`src/rtl/vga_pattern_gen.sv`:
```
// vga_pattern_gen - registered pixel source placed in front of vga_sync.
// Two-stage pipeline: stage 1 registers the pixel and its pattern terms,
// stage 2 selects the active pattern and registers the colour outputs.
// Mode and bouncing-box position change only at frame start (iDE, x=0, y=0).
// Optional overlay: define VGA_PATTERN_CROSSHAIR_EN to force a full-scale
// crosshair through the screen centre in every mode.
module vga_pattern_gen #(
  parameter int H_ACTIVE   = 640,
  parameter int V_ACTIVE   = 480,
  parameter int CW         = 10,
  parameter int XW         = 10,
  parameter int CHECK_LOG2 = 5,
  parameter int BOX_SIZE   = 32
) (
  input  logic          iCLK,
  input  logic          iRST,
  input  logic [2:0]    iMODE,
  input  logic [XW-1:0] iPX,
  input  logic [XW-1:0] iPY,
  input  logic          iDE,
  input  logic [CW-1:0] iRed,
  input  logic [CW-1:0] iGreen,
  input  logic [CW-1:0] iBlue,
  output logic [CW-1:0] oRed,
  output logic [CW-1:0] oGreen,
  output logic [CW-1:0] oBlue,
  output logic          oDE,
  output logic [2:0]    oMODE_ACTIVE,
  output logic [15:0]   oFRAME_CNT
);

  typedef enum logic [2:0] {
    MODE_PASS  = 3'd0,
    MODE_GRAY  = 3'd1,
    MODE_BARS  = 3'd2,
    MODE_CHECK = 3'd3,
    MODE_BOX   = 3'd4
  } mode_t;

  localparam int PW  = XW + CW + 16;
  localparam int XW1 = XW + 1;

  localparam logic [CW-1:0] FULL = {CW{1'b1}};

  // Ramp multiplier is rounded up so the right-most active pixel reaches
  // full scale; the product still stays below 2^CW after the >>16.
  localparam logic [63:0] RAMP_NUM   = ((64'd1 << CW) - 64'd1) << 16;
  localparam logic [63:0] RAMP_DEN   = 64'(H_ACTIVE - 1);
  localparam logic [63:0] RAMP_MUL   = (RAMP_NUM + RAMP_DEN - 64'd1) / RAMP_DEN;
  localparam logic [PW-1:0] RAMP_MUL_P = PW'(RAMP_MUL);

  localparam logic [XW-1:0] BAR_W    = XW'(H_ACTIVE / 8);
  localparam logic [XW-1:0] BAR_LAST = XW'(7);
  localparam logic [XW-1:0] X_MAX    = XW'(H_ACTIVE - BOX_SIZE);
  localparam logic [XW-1:0] Y_MAX    = XW'(V_ACTIVE - BOX_SIZE);
  localparam logic [XW:0]   BOX_EXT  = XW1'(BOX_SIZE);
  localparam logic [XW-1:0] ONE      = XW'(1);

`ifdef VGA_PATTERN_CROSSHAIR_EN
  localparam logic [XW-1:0] X_MID = XW'(H_ACTIVE / 2);
  localparam logic [XW-1:0] Y_MID = XW'(V_ACTIVE / 2);
`endif

  // frame-level state
  mode_t         mode_q;
  mode_t         mode_in;
  logic [15:0]   frame_cnt;
  logic          frame_start;
  logic [XW-1:0] bx, by, bx_next, by_next;
  logic          dx_neg, dy_neg, dx_neg_next, dy_neg_next;

  // stage 1
  logic [XW-1:0] px1, py1;
  logic          de1;
  logic [CW-1:0] red1, green1, blue1;
  logic [CW-1:0] gray1;
  logic [2:0]    bar1;
  logic          chk1;
  logic [PW-1:0] ramp_prod;
  logic [CW-1:0] gray_c;
  logic [XW-1:0] bar_q;
  logic [2:0]    bar_c;

  // stage 2
  logic          in_box;
  logic [CW-1:0] red_n, green_n, blue_n;

  assign frame_start  = iDE && (iPX == '0) && (iPY == '0);
  assign oMODE_ACTIVE = mode_q;
  assign oFRAME_CNT   = frame_cnt;

  // Fold reserved mode codes 5-7 onto passthrough.
  always_comb begin
    mode_in = MODE_PASS;
    if (iMODE <= 3'd4) mode_in = mode_t'(iMODE);
  end

  // Next box position: step one pixel per frame, bouncing off either edge.
  always_comb begin
    bx_next     = bx;
    by_next     = by;
    dx_neg_next = dx_neg;
    dy_neg_next = dy_neg;
    if (!dx_neg) begin
      if (bx >= X_MAX) begin
        dx_neg_next = 1'b1;
        bx_next     = bx - ONE;
      end else begin
        bx_next = bx + ONE;
      end
    end else begin
      if (bx == '0) begin
        dx_neg_next = 1'b0;
        bx_next     = bx + ONE;
      end else begin
        bx_next = bx - ONE;
      end
    end
    if (!dy_neg) begin
      if (by >= Y_MAX) begin
        dy_neg_next = 1'b1;
        by_next     = by - ONE;
      end else begin
        by_next = by + ONE;
      end
    end else begin
      if (by == '0) begin
        dy_neg_next = 1'b0;
        by_next     = by + ONE;
      end else begin
        by_next = by - ONE;
      end
    end
  end

  // Latch mode, count frames and move the box, only at frame start.
  always_ff @(posedge iCLK) begin
    if (iRST) begin
      mode_q    <= MODE_PASS;
      frame_cnt <= '0;
      bx        <= '0;
      by        <= '0;
      dx_neg    <= 1'b0;
      dy_neg    <= 1'b0;
    end else if (frame_start) begin
      mode_q    <= mode_in;
      frame_cnt <= frame_cnt + 16'd1;
      bx        <= bx_next;
      by        <= by_next;
      dx_neg    <= dx_neg_next;
      dy_neg    <= dy_neg_next;
    end
  end

  // Position-only pattern terms, computed ahead of stage 1.
  always_comb begin
    ramp_prod = PW'(iPX) * RAMP_MUL_P;
    gray_c    = CW'(ramp_prod >> 16);
    bar_q     = iPX / BAR_W;
    bar_c     = (bar_q > BAR_LAST) ? 3'd7 : bar_q[2:0];
  end

  // Stage 1: register the pixel, its external colour and pattern terms.
  always_ff @(posedge iCLK) begin
    if (iRST) begin
      px1    <= '0;
      py1    <= '0;
      de1    <= 1'b0;
      red1   <= '0;
      green1 <= '0;
      blue1  <= '0;
      gray1  <= '0;
      bar1   <= '0;
      chk1   <= 1'b0;
    end else begin
      px1    <= iPX;
      py1    <= iPY;
      de1    <= iDE;
      red1   <= iRed;
      green1 <= iGreen;
      blue1  <= iBlue;
      gray1  <= gray_c;
      bar1   <= bar_c;
      chk1   <= iPX[CHECK_LOG2] ^ iPY[CHECK_LOG2];
    end
  end

  // Box hit test uses the already-updated box position for the whole frame.
  always_comb begin
    in_box = (px1 >= bx) && ({1'b0, px1} < ({1'b0, bx} + BOX_EXT)) &&
             (py1 >= by) && ({1'b0, py1} < ({1'b0, by} + BOX_EXT));
  end

  // Stage 2 select: blank outside the active area, otherwise pick the pattern.
  always_comb begin
    red_n   = '0;
    green_n = '0;
    blue_n  = '0;
    if (de1) begin
      case (mode_q)
        MODE_GRAY: begin
          red_n   = gray1;
          green_n = gray1;
          blue_n  = gray1;
        end
        MODE_BARS: begin
          red_n   = bar1[1] ? '0 : FULL;
          green_n = bar1[2] ? '0 : FULL;
          blue_n  = bar1[0] ? '0 : FULL;
        end
        MODE_CHECK: begin
          red_n   = chk1 ? FULL : '0;
          green_n = chk1 ? FULL : '0;
          blue_n  = chk1 ? FULL : '0;
        end
        MODE_BOX: begin
          red_n   = in_box ? FULL : red1;
          green_n = in_box ? '0 : green1;
          blue_n  = in_box ? '0 : blue1;
        end
        default: begin
          red_n   = red1;
          green_n = green1;
          blue_n  = blue1;
        end
      endcase
`ifdef VGA_PATTERN_CROSSHAIR_EN
      if ((px1 == X_MID) || (py1 == Y_MID)) begin
        red_n   = FULL;
        green_n = FULL;
        blue_n  = FULL;
      end
`endif
    end
  end

  // Stage 2: register the colour outputs and the matching DE.
  always_ff @(posedge iCLK) begin
    if (iRST) begin
      oRed   <= '0;
      oGreen <= '0;
      oBlue  <= '0;
      oDE    <= 1'b0;
    end else begin
      oRed   <= red_n;
      oGreen <= green_n;
      oBlue  <= blue_n;
      oDE    <= de1;
    end
  end

endmodule

```
`config.mk`:
```
export PLATFORM = sky130hd
export DESIGN_NAME = vga_pattern_gen
export DESIGN_NICKNAME = d
export VERILOG_FILES = /design/src/rtl/vga_pattern_gen.sv
export SDC_FILE = /design/constraint.sdc
export NUM_CORES = 1
export LEC_CHECK = 0
export ABC_AREA = 1
export CAP_MARGIN = 20
export CORE_MARGIN = 2
export CORE_UTILIZATION = 60
export CTS_CLUSTER_SIZE = 30
export DETAILED_ROUTE_END_ITERATION = 16
export DONT_BUFFER_PORTS = 1
export GPL_TIMING_DRIVEN = 0
export MAX_ROUTING_LAYER = met4
export PLACE_DENSITY = 0.77
export SYNTH_ARGS = -nofsm -noshare
export SYNTH_HDL_FRONTEND = slang
export SYNTH_SLANG_ARGS = --single-unit
```
`constraint.sdc`:
```
create_clock -name iCLK -period 5.1 [get_ports iCLK]
set_input_delay 0 -clock iCLK [delete_from_list [all_inputs] [get_ports iCLK]]
set_output_delay 0 -clock iCLK [all_outputs]
set_load 0.05 [all_outputs]
```
* Word level (Yosys, flattened, before mapping)
Index checks and enable logic that the tools add are counted.
** Word-level totals
- Input bits :: 56
- Register bits :: 137
- Output and inout bits :: 50
** Cells by class
- Multiplexer cells :: 24
- Multiply operators :: 1
- $lt $le $gt $ge :: 8
- Div/mod/pow operators :: 1
- Equal/unequal tests :: 4
- Bitwise gates (word level) :: 2
- Reduce and logical (&&, ||, !) cells :: 10
- Add/subtract/negate cells :: 7
** Operator list (count)
- 10-bit 2-to-1 mux :: 13
- 10-bit one-hot mux with 4 select lines :: 3
- 10-bit zero test :: 4
- 10-bit by 14-bit multiplier with 23-bit output (second input constant) :: 1
- 10-bit by 6-bit adder with 11-bit output (second input constant) :: 2
- 10-bit by 11-bit less-than comparator with 1-bit output :: 2
- 10-bit by 1-bit adder with 10-bit output (second input constant) :: 2
- 10-bit >= comparator :: 2
- 10-bit by 1-bit subtractor with 10-bit output (second input constant) :: 2
- 16-bit by 1-bit adder with 16-bit output (second input constant) :: 1
- 10-bit by 7-bit divider with 10-bit output (second input constant) :: 1
- 10-bit >= comparator (second input constant) :: 1
- 10-bit by 9-bit >= comparator with 1-bit output (second input constant) :: 1
- 10-bit by 3-bit > comparator with 1-bit output (second input constant) :: 1
- 3-bit by 2-bit == test with 1-bit output (second input constant) :: 2
- 1-bit 2-to-1 mux :: 6
- 3-bit 2-to-1 mux :: 2
- 1-bit logical AND :: 5
- 3-bit by 1-bit == test with 1-bit output (second input constant) :: 1
- 3-bit == test (second input constant) :: 1
- 3-bit less-or-equal comparator (second input constant) :: 1
- 2-bit OR reduction :: 1
- 1-bit NOT :: 1
- 1-bit bitwise XOR :: 1

* Logic depth before layout (Yosys ltp)
Gate-level depths: netlist of run 1.
- Depth in word-level cells :: 7
- Gate-level depth with buffers :: 23
- Depth with buffers taken out :: 23

* Least setup slack after synthesis of run 1
Ideal clock, no wire load.
- Path type :: input to register
- From :: input iPX[4]
- To :: register gray1[6]
- Setup time :: 0.113 ns
- Buffers on the path :: 0
- Stages on the path :: 17
- Data arrival time :: 4.206 ns
- Data required time :: 4.987 ns
- Slack :: 0.781 ns
- Cells stage by stage :: inv_1 fa_1 fa_1 fa_1 inv_1 fa_1 fa_1 ha_1 a21oi_1 a21boi_0 o21bai_1 a21oi_1 o21bai_1 a21boi_0 o21ai_0 nor2_1 nor2_1
** Between the ends
- Word-level cells in the longest chain between the ends :: 1
** RTL lines
- start: declaration :: RTL line 18 : input logic [XW-1:0] iPX,
- 10-bit by 14-bit multiplier with 23-bit output :: RTL line 157 : ramp_prod = PW'(iPX) * RAMP_MUL_P;
- end signal: assignment :: RTL line 182 : gray1 <= gray_c;
- end: declaration :: RTL line 76 : logic [CW-1:0] gray1;
Every way passes these cells.
A chain may end at the register's enable or synchronous reset.

* Final worst setup path of run 1
- From :: input iPX[4]
- To :: register gray1[8]
Same word-level chain as after synthesis.

==> impl_metrics.csv, run 1 <==
group,metric,value,unit
synth,yosys_warnings,0,
worst_setup_path,end_kind,"register",
die,dieArea,17000,um2
detailed_routing,vias,8648,
clock_tree,cts_tree,"yes",
synth,yosysSeqAreaShare,28.6,%
global_routing,grt-ovfl-total,0,
timing,drv_slew,0,
clock_tree,h-tree-depth,4,
worst_setup_path,crit_cells,20,
detailed_routing,antenna_left,0,
detailed_routing,drt_iter0_drc,537,
timing,hold_viol_final,0,
clock_tree,cts_max_path_buffers,2,
timing,setup_violations,0,
timing,setup_ws,302,ps
detailed_routing,dr.pass1.iters,5,
synth,netlist-cell-type-count,50,
global_routing,grt_pass1_vias,8251,
finish,nets,1572,
placed_design,gp_congestion,0.920,
worst_setup_path,path_max_fanout,7,
synth,synth_ff_type,"dfxtp_1",
die,core,15800,um2
synth,synth-edff-count,0,
synth,synth.area.mux_share,0,%
synth,synth_area_per_cell,7.52,um2
worst_setup_path,crit_buf_inv,3,
worst_setup_path,cpMaxStageDelayCell,"dlygate4sd3_1",
finish,layout.cells.most_common,"inv_1",
finish,final_area,11000,um2
global_routing,antenna_found_initial,0,
timing,skew,6.33,ps
power_and_ir_drop,power_density,332,nW/um2
worst_hold_path,min_path_cells,7,
worst_setup_path,cpPeakStageDelay,610,ps
finish,drive_gt1_share,6.01,%
placed_design,dpl.hpwl,18300,um
placed_design,pre_cts_slack,227,ps
timing,period_share,94.1,%
finish,multi_input_area,5860,um2
worst_setup_path,crit_top_cell,"fa_1",
synth,synthXorXnorAreaFrac,1.73,%
detailed_routing,route.detailed.drc,0,
synth,postSynth.asyncResetShare,0,%
timing,rsz0062_at_grt,"false",
synth,syn_nets,1493,
die,rows,46,
synth,syn_inst,1277,
finish,final_cell_mix,"inv_1 (222), nand2_1 (177), nor2_1 (145)",
clock_tree,cts_buffers,17,
timing,finalCriticalPeriod,4800,ps
clock_tree,root_buffer,"clkbuf_16",
worst_setup_path,worstPathRequired,5370,ps
clock_tree,cts_sinks,137,
clock_tree,clock_latency,430,ps
synth,synth-compound-area-share,13.0,%
run_status,status,"complete, no violations",
clock_tree,clk_pin_slew,50,ps
worst_setup_path,worstSetupPathType,"in -> reg",
flow_run,maxCapViolations,0,
detailed_routing,via_per_inst,5.47,
placed_design,placed_cell_area,9870,um2
finish,diodes,0,
timing,tightestPinTransition,807,ps
detailed_routing,routed_wl,25300,um
synth,syn_area,9600,um2
die,die_w,131,um
power_and_ir_drop,leakagePower,5.33,nW
synth,ys_seq_elements,137,
finish,fillers,1298,
synth,synth-simple-area-share,22.1,%
global_routing,grt_max_degree,17,
global_routing,track_usage,31.1,%
synth,synth_fa_ha_area_share,24.1,%
worst_setup_path,crit_family,"adder cells",
detailed_routing,wl_per_cell,16.0,um
die,fp.dieH,131,um
worst_setup_path,cp-start-kind,"input port",
placed_design,place.port_buffers,0,
timing,fin_tns_setup,0,ps
worst_setup_path,reg2reg_depth,16,
worst_setup_path,cp_cell_sequence,"dlygate4sd3_1 > clkinvlp_4 > fa_1 > fa_1 > fa_1 > inv_1 > fa_1 > fa_1 > ha_1 > a21oi_1 > a21boi_0 > o21bai_1 > a21oi_2 > nor2_1 > nor2_1 > o21ai_0 > nand2_1 > nand2_1 > nand2_1 > a21oi_1",
synth,synth_top_family_by_area,"adder cells",
timing,max_freq,208,MHz
die,io_pins,106,
finish,seq_area,2740,um2
die,initial_core_util,60.9,%
timing,slew_headroom,46.2,%
finish,syn_to_final_growth,14.9,%
global_routing,grt_pass1_wl,40200,um
worst_setup_path,arrival,5070,ps
worst_hold_path,hold_class,"in -> reg",
power_and_ir_drop,peakVddDrop,0.211,mV
[final cells by class]
type,count,share of cell area [%]
Clock buffer,21,4.17
Sequential cell,137,24.9
Inverter,234,8.10
Timing Repair Buffer,60,5.35
Buffer,30,1.08
Tap cell,216,2.45
Multi-Input combinational cell,876,53.1
Clock inverter,7,0.885
[metrics by stage]
stage                     hold slack (ps)  utilization (%)  instances  power (mW)
after floorplan                       107                -       1277        2.15
after global placement                112             62.6       1493        2.39
after detailed placement              110             62.6       1493        2.44
after CTS                            15.3             69.7       1577        3.65
after global routing                 54.2             70.0       1581        3.91
final                                20.1             70.0       1581        3.67
[cell families (layout without fill, tap and decap cells)]
family / after synthesis / count (layout)
buffers and inverters: 264 / 352
xor gates and xnor gates: 19 / 19
AOI/OAI and AO/OA: 231 / 231
and+or+nand+nor: 466 / 466
adders and majority gates: 160 / 160
DFF: 137 / 137
[registers in the layout, summed over array words and instances (netlist names)]
signal and cells:
py1 10, red1 10, by 10, chk1 1, oFRAME_CNT 16, dy_neg 1, oBlue 10, bar1 3
oDE 1, blue1 10, px1 10, dx_neg 1, oRed 10, gray1 10, oGreen 10, green1 10
de1 1, oMODE_ACTIVE 3, bx 10
[worst register-to-register path: cells and delay by family (launching register included)]
kind | cells | cell delay [ps]
buf+inv | 3 | 430
flops | 1 | 470
fa+ha+maj | 2 | 590
compound gates | 3 | 570
simple gates | 8 | 860
[worst paths after layout]
kind	startpoint	end	slack [ps]
setup / recovery	iPX[4]	gray1[8]$_SDFF_PP0_	300
hold / removal	iPX[1]	bar1[1]$_SDFF_PP0_	20
setup reg to reg	bx[5]$_SDFFE_PP0P_	oRed[0]$_SDFF_PP0_	2120
hold reg to reg	green1[6]$_SDFF_PP0_	oGreen[6]$_SDFF_PP0_	480
[metal layers]
layer | routed length [um] | GRT usage, % | part of all wire (%)
met2 | 12000 | 50.7 | 47
met3 | 1890 | 5.74 | 7.4
met4 | 686 | 11.1 | 2.7
met1 | 10800 | 38.8 | 43
met5 | 0 | - | 0
[synth_stat cells (3+ instances only)]
| library cell | count | area (um2) |
|---|---|---|
| nand3_1 | 55 | 275 |
| o21ai_0 | 84 | 420 |
| nand3_2 | 3 | 30.0 |
| nor2_1 | 145 | 544 |
| nor4_1 | 8 | 50.1 |
| ha_1 | 119 | 1490 |
| nand2_4 | 7 | 78.8 |
| a211oi_1 | 6 | 45.0 |
| nand3b_1 | 4 | 30.0 |
| clkbuf_1 | 23 | 86.3 |
| nand2_2 | 11 | 68.8 |
| xnor2_1 | 4 | 35.0 |
| inv_2 | 6 | 22.5 |
| a21boi_0 | 3 | 22.5 |
| o21bai_1 | 5 | 37.5 |
| fa_1 | 41 | 821 |
| nor2_4 | 3 | 33.8 |
| buf_2 | 5 | 25.0 |
| xor2_1 | 15 | 131 |
| inv_1 | 224 | 841 |
| nand4_1 | 13 | 81.3 |
| o21a_1 | 5 | 37.5 |
| a21oi_1 | 114 | 571 |
| nand2_1 | 177 | 664 |
| nor3_1 | 27 | 135 |
| o211ai_1 | 3 | 22.5 |
| dfxtp_1 | 137 | 2740 |
| nor2_2 | 3 | 18.8 |
[report_power, final]
group | switching [mW] | internal [mW] | leakage (nW) | total (mW)
Sequential | 0.0365 | 1.14 | 1.12 | 1.17
Clock | 0.455 | 0.734 | 0.267 | 1.19
Combinational | 0.770 | 0.535 | 3.94 | 1.31
[timing repair]
action / CTS / global route
buffers inserted: 0 / 4
resized for setup: 0 / 4
hold buffers: 56 / 0
setup endpoints to repair: 0 / 4
hold endpoints to repair: 55 / 0
No activity file was read; power rests on OpenSTA's default activity.
==> run 2, diff against run 1 <==
--- a/config.mk
+++ b/config.mk
@@ -7,6 +7,7 @@
 export LEC_CHECK = 0
 export ABC_AREA = 1
 export CAP_MARGIN = 20
+export CORE_ASPECT_RATIO = 1.75
 export CORE_MARGIN = 2
 export CORE_UTILIZATION = 60
 export CTS_CLUSTER_SIZE = 30
==> impl_metrics.csv, run 2 (synthesis gave the netlist of run 1 again) <==
group,metric,value,unit
run_status,status,"complete, no violations",
timing,fin_hold_ws,26.9,ps
placed_design,placed_cells,1466,
finish,nets,1571,
power_and_ir_drop,peakVddDrop,0.246,mV
finish,final_area,11000,um2
clock_tree,clock_latency,420,ps
detailed_routing,drt_iter0_drc,482,
die,rows,61,
clock_tree,cts_sinks,137,
worst_setup_path,arrival,5070,ps
timing,period_share,94.2,%
die,io_pins,106,
finish,diodes,0,
timing,setup_violations,0,
detailed_routing,vias,8551,
clock_tree,h-tree-depth,4,
worst_setup_path,cpMaxStageDelayCell,"dlygate4sd3_1",
flow_run,maxCapViolations,0,
worst_setup_path,worstPathRequired,5370,ps
timing,hold_viol_final,0,
detailed_routing,routed.top_layer,"met4",
placed_design,gp_congestion,0.920,
worst_hold_path,hold_class,"in -> reg",
worst_setup_path,crit_top_cell,"fa_1",
clock_tree,cts_max_path_buffers,2,
global_routing,grt_max_degree,17,
detailed_routing,wl_met1,9320,um
global_routing,grt_pass1_wl,40500,um
timing,tightestPinTransition,798,ps
timing,fin_tns_setup,0,ps
power_and_ir_drop,power_density,339,nW/um2
detailed_routing,route.met3.wl,1560,um
power_and_ir_drop,power,3.74,mW
timing,drv_slew,0,
detailed_routing,wl_per_cell,16.0,um
global_routing,antenna_found_initial,0,
die,initial_core_util,60.8,%
timing,finalCriticalPeriod,4800,ps
detailed_routing,routed_wl,24900,um
clock_tree,cts_tree,"yes",
finish,final_cells,1557,
die,fp.dieH,171,um
timing,max_freq,208,MHz
finish,largest_reg_flops,16,
detailed_routing,route.detailed.drc,0,
finish,layout.cells.most_common,"inv_1",
detailed_routing,dr.pass1.iters,7,
worst_setup_path,cpPeakStageDelay,620,ps
timing,skew,8.19,ps
detailed_routing,dr_wl_met2,13200,um
global_routing,grt_pass1_vias,8557,
worst_setup_path,cp_cell_sequence,"dlygate4sd3_1 > clkinvlp_4 > fa_1 > fa_1 > fa_1 > inv_1 > fa_1 > fa_1 > ha_1 > a21oi_1 > a21boi_0 > o21bai_1 > a21oi_2 > nor2_1 > nor2_1 > o21ai_0 > nand2_1 > nand2_1 > nand2_1 > a21oi_1",
global_routing,track_usage,30.5,%
worst_setup_path,worstSetupPathType,"in -> reg",
die,die_w,99.6,um
worst_setup_path,end_kind,"register",
detailed_routing,antenna_left,0,
clock_tree,clk_pin_slew,60,ps
finish,drive_gt1_share,6.43,%
global_routing,grt-ovfl-total,0,
timing,slew_headroom,46.8,%
placed_design,placed_cell_area,9840,um2
clock_tree,root_buffer,"clkbuf_16",
placed_design,place.port_buffers,0,
power_and_ir_drop,leakagePower,5.34,nW
detailed_routing,via_per_inst,5.49,
finish,final_cell_mix,"inv_1 (222), nand2_1 (177), nor2_1 (145)",
placed_design,dpl.hpwl,19000,um
die,dieArea,17100,um2
finish,fillers,1279,
finish,syn_to_final_growth,14.9,%
clock_tree,cts_buffers,17,
worst_setup_path,cp-start-kind,"input port",
die,core,15800,um2
worst_setup_path,path_max_fanout,7,
run 2: final cells by class:
| type | instances | area (um2) | area share, % |
|---|---|---|---|
| repair buffers | 59 | 581 | 5.26 |
| well taps | 189 | 236 | 2.14 |
| inverters | 234 | 893 | 8.10 |
| clock buffers | 17 | 425 | 3.85 |
| clock inverters | 15 | 179 | 1.62 |
| multi-input cells | 876 | 5860 | 53.1 |
| flip-flops and latches | 137 | 2740 | 24.9 |
| plain buffers | 30 | 119 | 1.08 |
run 2: per-layer routing:
layer	global-route usage, %	vias to the layer above
met2	55.9	270
met4	11.8	0
li1	-	4257
met1	31.7	3967
met5	-	-
met3	6.30	57
run 2: where the power goes:
group | switching (mW) | leakage (nW) | internal, mW | total, mW
Clock | 0.524 | 0.292 | 0.741 | 1.27
Sequential | 0.0379 | 1.12 | 1.14 | 1.17
Combinational | 0.757 | 3.93 | 0.540 | 1.30
run 2: worst max-delay path: cells and delay by family:
kind	cells	cell delay, ps
AND/OR/NAND/NOR	5	450
AO/OA/AOI/OAI	6	850
adder cells (fa/ha/maj)	6	2910
buffers and inverters	3	860
run 2: final timing paths:
path	slack (ps)	from	endpoint	depth (start not counted)
hold / removal	30	iPY[4]	oFRAME_CNT[5]$_SDFFE_PP0P_	5
setup / recovery	300	iPX[4]	gray1[8]$_SDFF_PP0_	20
hold reg to reg	480	blue1[0]$_SDFF_PP0_	oBlue[0]$_SDFF_PP0_	2
setup reg to reg	2060	bx[5]$_SDFFE_PP0P_	oRed[1]$_SDFF_PP0_	16
run 2: metrics by stage:
step / setup slack, ps / util, %
after floorplan: 781 / -
after global placement: 228 / 62.3
after detailed placement: 233 / 62.3
after CTS: 59.1 / 69.6
after global routing: -2.27 / 69.9
final: 297 / 69.9
run 2: what timing repair did:
| item | CTS | global route |
|---|---|---|
| hold buffers | 55 | 0 |
| setup endpoints to repair | 0 | 4 |
| gates resized for setup | 0 | 4 |
| hold endpoints to repair | 56 | 0 |
| buffers inserted | 0 | 4 |
==> run 3, diff against run 2 <==
--- a/config.mk
+++ b/config.mk
@@ -8,14 +8,14 @@
 export ABC_AREA = 1
 export CAP_MARGIN = 20
 export CORE_ASPECT_RATIO = 1.75
-export CORE_MARGIN = 2
-export CORE_UTILIZATION = 60
+export CORE_MARGIN = 10
+export CORE_UTILIZATION = 25
 export CTS_CLUSTER_SIZE = 30
 export DETAILED_ROUTE_END_ITERATION = 16
 export DONT_BUFFER_PORTS = 1
 export GPL_TIMING_DRIVEN = 0
 export MAX_ROUTING_LAYER = met4
-export PLACE_DENSITY = 0.77
+export PLACE_DENSITY = 0.35
 export SYNTH_ARGS = -nofsm -noshare
 export SYNTH_HDL_FRONTEND = slang
 export SYNTH_SLANG_ARGS = --single-unit
==> impl_metrics.csv, run 3 (synthesis gave the netlist of run 1 again) <==
group,metric,value,unit
run_status,status,"complete, no violations",
global_routing,grt_max_degree,17,
detailed_routing,via_per_inst,4.45,
finish,final_cell_mix,"inv_1 (224), nand2_1 (177), nor2_1 (145)",
power_and_ir_drop,power_density,334,nW/um2
detailed_routing,vias,8213,
die,rows,94,
die,initial_core_util,25.4,%
global_routing,gr-usage-met3,4.14,%
worst_setup_path,cp-start-kind,"input port",
worst_setup_path,crit_end,"gray1[8]$_SDFF_PP0_",
worst_setup_path,worstPathRequired,5390,ps
worst_hold_path,min_path_cells,5,
clock_tree,cts_tree,"yes",
power_and_ir_drop,peakVddDrop,0.185,mV
worst_setup_path,rr_startpoint,"bx[5]$_SDFFE_PP0P_",
power_and_ir_drop,power,3.79,mW
die,io_pins,106,
worst_hold_path,hold_class,"in -> reg",
timing,rsz0062_at_grt,"false",
finish,post-route-util,30.1,%
worst_setup_path,path_max_fanout,7,
power_and_ir_drop,leakagePower,5.33,nW
flow_run,maxCapViolations,0,
clock_tree,post_cts_buffers,0,
detailed_routing,wl_per_cell,17.6,um
clock_tree,clock_latency,450,ps
global_routing,grt_pass1_vias,8802,
timing,tightestPinTransition,895,ps
finish,largest_reg_flops,16,
worst_setup_path,reg2reg_depth,16,
timing,period_share,94.0,%
finish,syn_to_final_growth,18.3,%
global_routing,grt_busiest_layer,"met2",
die,fp.dieH,279,um
die,dieArea,47000,um2
global_routing,antenna_found_initial,0,
timing,fin_hold_ws,2.85,ps
global_routing,track_usage,14.3,%
timing,finalCriticalPeriod,4790,ps
finish,final_area,11400,um2
global_routing,grt-ovfl-total,0,
placed_design,gp_congestion,0.800,
clock_tree,cts_max_path_buffers,2,
clock_tree,cts_buffers,17,
global_routing,grt_pass1_wl,50400,um
timing,slew_headroom,40.3,%
global_routing,grt_use_met2,26.3,%
detailed_routing,route.detailed.drc,0,
detailed_routing,antenna_left,0,
finish,fillers,4114,
detailed_routing,routed_wl,32400,um
timing,skew,13.6,ps
clock_tree,root_buffer,"clkbuf_16",
worst_setup_path,worstSetupPathType,"in -> reg",
placed_design,placed_cell_area,10200,um2
placed_design,place.port_buffers,0,
clock_tree,h-tree-depth,4,
timing,max_freq,209,MHz
die,die_w,168,um
global_routing,grt_use_met1,14.1,%
clock_tree,clk_pin_slew,60,ps
worst_setup_path,end_kind,"register",
worst_setup_path,crit_start,"iPX[8]",
clock_tree,cts_sinks,137,
finish,nets,1567,
placed_design,dpl.hpwl,26000,um
finish,diodes,0,
worst_setup_path,rrSetupSlack,1920,ps
timing,drv_slew,0,
detailed_routing,drt_iter0_drc,283,
finish,layout.cells.most_common,"inv_1",
worst_setup_path,arrival,5080,ps
detailed_routing,dr.pass1.iters,4,
finish,drive_gt1_share,6.23,%
die,core,37800,um2
timing,setup_violations,0,
worst_setup_path,rr_endpoint,"oRed[4]$_SDFF_PP0_",
timing,hold_viol_final,0,
==> run 3: cell count changes in the layout (fill, tap and decap cells not counted) <==
cell and change:
a21boi_2 +1, ha_1 -1, bufinv_16 -1, nor3_1 -1
clkinvlp_4 -3, nor3_2 +1, inv_8 +1, clkinv_8 +1
ha_2 +1, a21boi_1 -1, buf_4 -4, inv_1 +2
==> run 3: worst min path at each step <==
stage,to,slack (ps),from
finish,oFRAME_CNT[5]$_SDFFE_PP0P_,3,iPY[2]
global route,bar1[1]$_SDFF_PP0_,30,iPX[1]
CTS,oFRAME_CNT[5]$_SDFFE_PP0P_,5,iPY[2]
detailed placement,red1[5]$_SDFF_PP0_,110,iRed[5]
global placement,green1[0]$_SDFF_PP0_,110,iGreen[0]
floorplan,blue1[0]$_SDFF_PP0_,110,iBlue[0]
==> run 3: final cells by class <==
cell class | count | area [um2] | share of cell area (%)
Tap cell | 480 | 601 | 5.29
Buffer | 30 | 119 | 1.05
Multi-Input combinational cell | 876 | 5870 | 51.7
Clock buffer | 17 | 425 | 3.74
Inverter | 234 | 886 | 7.80
Timing Repair Buffer | 55 | 551 | 4.84
Clock inverter | 15 | 169 | 1.49
Sequential cell | 137 | 2740 | 24.1
==> run 3: metrics by stage <==
step	setup slack [ps]	std cells	TNS (ps)
after floorplan	781	1277	0
after global placement	-16.0	1757	-16.0
after detailed placement	-1.88	1757	-1.88
after CTS	30.0	1844	0
after global routing	42.1	1844	0
final	306	1844	0
==> run 3: routing by layer <==
| layer | wire length, um | vias up |
|---|---|---|
| met2 | 17700 | 124 |
| li1 | - | 4248 |
| met4 | 480 | 0 |
| met3 | 1990 | 26 |
| met1 | 12300 | 3815 |
| met5 | 0 | - |
==> run 3: repair_timing <==
action / 4_1_cts / 5_1_grt
hold endpoints to repair: 55 / 0
hold buffers: 55 / 0
resized for setup: 0 / 5
setup endpoints to repair: 0 / 4
==> run 3: worst max-delay path, cell delays in order <==
cell and delay, ps:
dlygate4sd3_1 580, inv_2 110, ha_2 400, inv_1 100, fa_1 530, fa_1 550, inv_1 50, fa_1 580
fa_1 430, ha_1 350, nand2_1 110, inv_1 40, a21boi_0 180, o21bai_1 150, a21oi_2 240, nor2_1 60
nor2_1 200, o21ai_0 140, nand2_1 120, nand2_1 60, nand2_1 50, a21oi_1 60
==> run 3: power breakdown <==
| part | internal (mW) | total (mW) | switching (mW) |
|---|---|---|---|
| combinational | 0.538 | 1.35 | 0.811 |
| sequential | 1.14 | 1.17 | 0.0384 |
| clock | 0.699 | 1.27 | 0.571 |
| total | 2.37 | 3.79 | 1.42 |
